==> src/rtl/shift_pipe_if.sv <==
// Valid/ready stream bundle for shift_pipe: operation going in, shifted result coming out.
interface shift_pipe_if #(parameter int WIDTH = 32);
  localparam int SHW = $clog2(WIDTH);

  logic             in_valid;
  logic             in_ready;
  logic [WIDTH-1:0] in_data;
  logic [SHW-1:0]   in_shamt;
  logic [1:0]       in_op;
  logic             out_valid;
  logic             out_ready;
  logic [WIDTH-1:0] out_data;
  logic             out_zero;

  modport master (
    output in_valid, in_data, in_shamt, in_op, out_ready,
    input  in_ready, out_valid, out_data, out_zero
  );

  modport slave (
    input  in_valid, in_data, in_shamt, in_op, out_ready,
    output in_ready, out_valid, out_data, out_zero
  );
endinterface

==> src/rtl/shift_pipe.sv <==
// Pipelined barrel shifter: stage k applies a 2^k step when shamt bit k is set.
// The whole pipe advances together under a single global stall.
module shift_pipe #(
  parameter int WIDTH = 32
) (
  input logic       clk,
  input logic       rst,
  shift_pipe_if.slave bus
);
  localparam int SHW = $clog2(WIDTH);

  typedef enum logic [1:0] {
    OP_SLL = 2'b00,
    OP_SRL = 2'b01,
    OP_SRA = 2'b10,
    OP_ROL = 2'b11
  } op_e;

  logic advance;
  logic last_valid;

  function automatic logic [WIDTH-1:0] shift_step(input logic [WIDTH-1:0] d,
                                                  input logic [1:0] op,
                                                  input logic sign,
                                                  input int amt);
    logic [WIDTH-1:0] fill;
    // SRA fills from the operand's original MSB, carried alongside the op
    fill = {WIDTH{sign}} << (WIDTH - amt);
    case (op_e'(op))
      OP_SLL:  shift_step = d << amt;
      OP_SRL:  shift_step = d >> amt;
      OP_SRA:  shift_step = (d >> amt) | fill;
      default: shift_step = (d << amt) | (d >> (WIDTH - amt));
    endcase
  endfunction

  for (genvar k = 0; k < SHW; k++) begin : g_stage
    logic             valid_q;
    logic [WIDTH-1:0] data_q;
    logic [SHW-1:0]   shamt_q;
    logic [1:0]       op_q;
    logic             sign_q;

    logic             src_valid;
    logic [WIDTH-1:0] src_data;
    logic [SHW-1:0]   src_shamt;
    logic [1:0]       src_op;
    logic             src_sign;

    if (k == 0) begin : g_head
      assign src_valid = bus.in_valid;
      assign src_data  = bus.in_data;
      assign src_shamt = bus.in_shamt;
      assign src_op    = bus.in_op;
      assign src_sign  = bus.in_data[WIDTH-1];
    end else begin : g_body
      assign src_valid = g_stage[k-1].valid_q;
      assign src_data  = g_stage[k-1].data_q;
      assign src_shamt = g_stage[k-1].shamt_q;
      assign src_op    = g_stage[k-1].op_q;
      assign src_sign  = g_stage[k-1].sign_q;
    end

    always_ff @(posedge clk or posedge rst) begin
      if (rst) begin
        valid_q <= 1'b0;
        data_q  <= '0;
        shamt_q <= '0;
        op_q    <= '0;
        sign_q  <= 1'b0;
      end else if (advance) begin
        valid_q <= src_valid;
        data_q  <= src_shamt[k] ? shift_step(src_data, src_op, src_sign, 1 << k) : src_data;
        shamt_q <= src_shamt;
        op_q    <= src_op;
        sign_q  <= src_sign;
      end
    end
  end

  // Control fields in the final stage have no consumer
  logic unused_tail;
  assign unused_tail = ^{g_stage[SHW-1].shamt_q, g_stage[SHW-1].op_q, g_stage[SHW-1].sign_q};

  assign last_valid    = g_stage[SHW-1].valid_q;
  assign advance       = !last_valid || bus.out_ready;
  assign bus.in_ready  = advance;
  assign bus.out_valid = last_valid;
  assign bus.out_data  = g_stage[SHW-1].data_q;
  assign bus.out_zero  = (g_stage[SHW-1].data_q == '0);
endmodule

==> src/flat_wrapper.sv <==
// flat-port wrapper written by rule: the top's interface ports become plain ports
module shift_pipe_flat 
#(
  parameter int WIDTH = 32
)
  (clk, rst, bus_in_valid, bus_in_data, bus_in_shamt, bus_in_op, bus_out_ready, bus_in_ready, bus_out_valid, bus_out_data, bus_out_zero);
  shift_pipe_if #(.WIDTH(WIDTH)) bus_i ();
  input logic clk;
  input logic rst;
  input wire logic [$bits(bus_i.in_valid)-1:0] bus_in_valid;
  input wire logic [$bits(bus_i.in_data)-1:0] bus_in_data;
  input wire logic [$bits(bus_i.in_shamt)-1:0] bus_in_shamt;
  input wire logic [$bits(bus_i.in_op)-1:0] bus_in_op;
  input wire logic [$bits(bus_i.out_ready)-1:0] bus_out_ready;
  output wire logic [$bits(bus_i.in_ready)-1:0] bus_in_ready;
  output wire logic [$bits(bus_i.out_valid)-1:0] bus_out_valid;
  output wire logic [$bits(bus_i.out_data)-1:0] bus_out_data;
  output wire logic [$bits(bus_i.out_zero)-1:0] bus_out_zero;
  assign bus_i.in_valid = bus_in_valid;
  assign bus_i.in_data = bus_in_data;
  assign bus_i.in_shamt = bus_in_shamt;
  assign bus_i.in_op = bus_in_op;
  assign bus_i.out_ready = bus_out_ready;
  assign bus_in_ready = bus_i.in_ready;
  assign bus_out_valid = bus_i.out_valid;
  assign bus_out_data = bus_i.out_data;
  assign bus_out_zero = bus_i.out_zero;
  shift_pipe #(.WIDTH(WIDTH)) u_core (.clk(clk), .rst(rst), .bus(bus_i));
endmodule
==> config.mk <==
export PLATFORM = sky130hd
export DESIGN_NAME = shift_pipe_flat
export DESIGN_NICKNAME = d
export VERILOG_FILES = /design/src/rtl/shift_pipe_if.sv /design/src/rtl/shift_pipe.sv /design/src/flat_wrapper.sv
export SDC_FILE = /design/constraint.sdc
export NUM_CORES = 1
export LEC_CHECK = 0
export ABC_AREA = 1
export CORE_MARGIN = 5
export CORE_UTILIZATION = 55
export DETAILED_ROUTE_END_ITERATION = 10
export GPL_ROUTABILITY_DRIVEN = 0
export PLACE_DENSITY_LB_ADDON = 0.25
export SLEW_MARGIN = 30
export SYNTH_ARGS = -nofsm -noshare
export SYNTH_HDL_FRONTEND = slang
export SYNTH_SLANG_ARGS = --single-unit
==> constraint.sdc <==
create_clock -name clk -period 10.6 [get_ports clk]
set_input_delay 1.06 -clock clk [delete_from_list [all_inputs] [get_ports clk]]
set_output_delay 1.06 -clock clk [all_outputs]
set_load 0.02 [all_outputs]
==> impl_metrics.json <==
{
  "area_delta_synth_final_pct": 12.8,
  "synth_top_area_share_pct": 43.6,
  "antenna_found_initial": 0,
  "crit_start": "bus_out_ready",
  "synth-simple-area-share_pct": 27.6,
  "worstSetupEndpoint": "bus_in_ready",
  "hold_ws_ns": 0.458,
  "cts_buffer_depth": 2,
  "synth_most_common_cell": "nand2_1",
  "synth_adder_area_share_pct": 0,
  "fill_cells": 1784,
  "start_util_pct": 55.5,
  "synth_compound_area_share_pct": 15.0,
  "rrSetupSlack_ns": 8.04,
  "nNetsFinal": 1633,
  "tritoncts": "yes",
  "wl_met1_um": 11300,
  "synth_edf_count": 0,
  "relSlewSlack_pct": 39.3,
  "hold_class": "reg2reg",
  "synthFlopType": "dfrtp_1",
  "r2r_end": "u_core.g_stage[2].data_q[13]",
  "cts_hold_buf": 0,
  "cts_sinks": 187,
  "port_buffers": 77,
  "ios": 78,
  "drive_gt1_share_pct": 4.37,
  "insertion_delay_ns": 0.44,
  "ys_types": 23,
  "worst_slew_pin_slew_ns": 0.909,
  "row_count": 51,
  "cts-root-buf": "clkbuf_16",
  "via_count": 10100,
  "netlist_instances": 1583,
  "cts-buffers-inserted": 17,
  "synth_commonest_cells": "nand2_1 (299), inv_1 (247), nand3_1 (216), dfrtp_1 (187), nor2_1 (186)",
  "core_um2": 19300,
  "critical_path_arrival_ns": 3.04,
  "critPathCaptureType": "output port",
  "yosys-top-cells-area": "dfrtp_1 (44%), nand2_1 (10%), nand3_1 (10%), inv_1 (8.6%), nor2_1 (6.5%)",
  "seq_area_frac_synth_pct": 43.6,
  "gr-total-overflow": 0,
  "top_layer_used": "met4",
  "maxSlewViolCount": 0,
  "cp.required_ns": 9.54,
  "die_x_um": 150,
  "wl_met2_um": 12800,
  "die-area_um2": 22400,
  "muxShareOfSynthArea_pct": 0,
  "place.detailed.hpwl_um": 17800,
  "wl_um": 26500,
  "grt_max_degree": 152,
  "synth_top_family_by_area": "simple AND/OR/NAND/NOR gates",
  "fmax_ghz": 0.244,
  "setup-violations-final": 0,
  "worstReg2RegStart": "u_core.bus.out_valid",
  "synth-xor-area-share_pct": 0.0817,
  "path_clk_slew_ns": 0.07,
  "syn-cell-area_um2": 10700,
  "synth_seq_cells": 187,
  "grt_pass1_wl_um": 44100,
  "dieHeight_um": 150,
  "hold_violations": 0,
  "dr.pass1.iters": 8,
  "syn_nets": 1626,
  "drv_cap": 0,
  "start_kind": "primary input",
  "synth_top_area_cell": "dfrtp_1",
  "cts_max_level": 4,
  "crit_type": "in2out",
  "synth.avg_cell_area_um2": 6.77,
  "post_cts_buffers": 0,
  "via_per_inst": 5.41,
  "n_antenna_cell": 0,
  "crit_path_max_fanout": 151,
  "powerDensity_nw_per_um2": 312,
  "rr_worst_depth": 7,
  "wl_per_cell_um": 14.2,
  "post-route-period-util_pct": 38.7,
  "p_leak_nw": 6.16,
  "synth_async_sr_flop_share_pct": 100,
  "tns_ns": 0,
  "status": "finished clean",
  "fin_skew_ns": 0.0156,
  "cts_resized": 0,
  "grt_use_total_pct": 23.9,
  "ant_nets": 0,
  "fin_crit_ns": 4.10,
  "drcViolationCount": 0,
  "initialDrtViolationCount": 924,
  "ys_warn_count": 0,
  "grt_pass1_vias": 9159,
  "peakVddDrop_mv": 0.138,
  "met3_wirelength_um": 1370,
  "rsz0062_at_grt": "false"
}
-- how the worst min path moves through the flow --
stage	to	slack, ns	start	cells past startpoint
2_1_floorplan	u_core.bus.out_valid	0.42	u_core.g_stage[3].valid_q	2
3_3_place_gp	u_core.bus.out_valid	0.43	u_core.g_stage[3].valid_q	2
3_5_place_dp	u_core.bus.out_valid	0.44	u_core.g_stage[3].valid_q	2
4_1_cts	u_core.bus.out_valid	0.46	u_core.g_stage[3].valid_q	2
5_1_grt	u_core.bus.out_valid	0.49	u_core.g_stage[3].valid_q	2
6_report	u_core.bus.out_valid	0.46	u_core.g_stage[3].valid_q	2
-- metrics by stage --
step	total power [mW]	instances	utilization [%]	worst slack, ns	instance area (um2)
2_1_floorplan	2.61	1583	-	4.45	10700
3_3_place_gp	3.07	1836	59.4	6.35	11500
3_5_place_dp	3.13	1836	59.4	6.35	11500
4_1_cts	3.78	1867	62.5	6.35	12100
5_1_grt	4.09	1867	62.5	6.36	12100
6_report	3.78	1867	62.5	6.50	12100
-- power by group --
group | switching (mW) | internal, mW | leakage, nW
Sequential | 0.244 | 1.06 | 2.19
Clock | 0.280 | 0.363 | 0.289
Combinational | 1.19 | 0.637 | 3.69
-- layer usage --
metal / track usage (%) / vias up
met2: 40.1 / 328
met4: 10.3 / 0
met1: 31.1 / 4697
met3: 3.54 / 64
li1: - / 5003
met5: 0 / -
-- worst max-delay path, stage by stage --
cell             delay, ns
clkdlybuf4s50_1       0.45
nor2_4                0.50
inv_8                 0.38
clkdlybuf4s50_1       0.65
-- sequential cells by signal, summed over array words and instances (netlist names) --
name and cells:
u_core.bus.out_valid 1, u_core.g_stage.shamt_q 10, u_core.bus.out_data 32, u_core.g_stage.valid_q 4
u_core.g_stage.data_q 128, u_core.g_stage.sign_q 4, u_core.g_stage.op_q 8
-- cells by family (layout without fill, tap and decap cells) --
logic type      Yosys count  in the layout
buf+inv                 368            387
compound gates          318            318
simple gates            709            709
xor+xnor                  1              1
flops                   187            187
-- cells in the final DEF, fill, tap and decap left out, types with 2 or more instances in the layout --
cell type | synthesis | routed
inv_6 | 0 | 2
clkdlybuf4s50_1 | 0 | 77
nand2_1 | 299 | 297
inv_2 | 16 | 15
buf_6 | 2 | 2
buf_4 | 1 | 13
nand4_1 | 2 | 2
o21ai_1 | 50 | 50
nand2_2 | 2 | 4
clkbuf_16 | 0 | 17
dfrtp_1 | 187 | 187
clkinv_4 | 0 | 4
nor2_1 | 186 | 185
a31oi_1 | 17 | 17
o21ai_0 | 125 | 125
nand3_1 | 216 | 216
bufinv_16 | 0 | 2
inv_1 | 247 | 246
a21oi_1 | 126 | 126
inv_8 | 0 | 3
clkbuf_8 | 0 | 2
-- cell type report --
type	instances	area (um2)	area share (%)
multi-input cells	1028	4590	38.0
repair buffers	92	891	7.37
well taps	265	332	2.74
clock inverters	11	136	1.13
clock buffers	20	457	3.78
inverters	264	1010	8.32
flip-flops and latches	187	4680	38.7
Note: power is estimated with default switching activity, not from simulation.
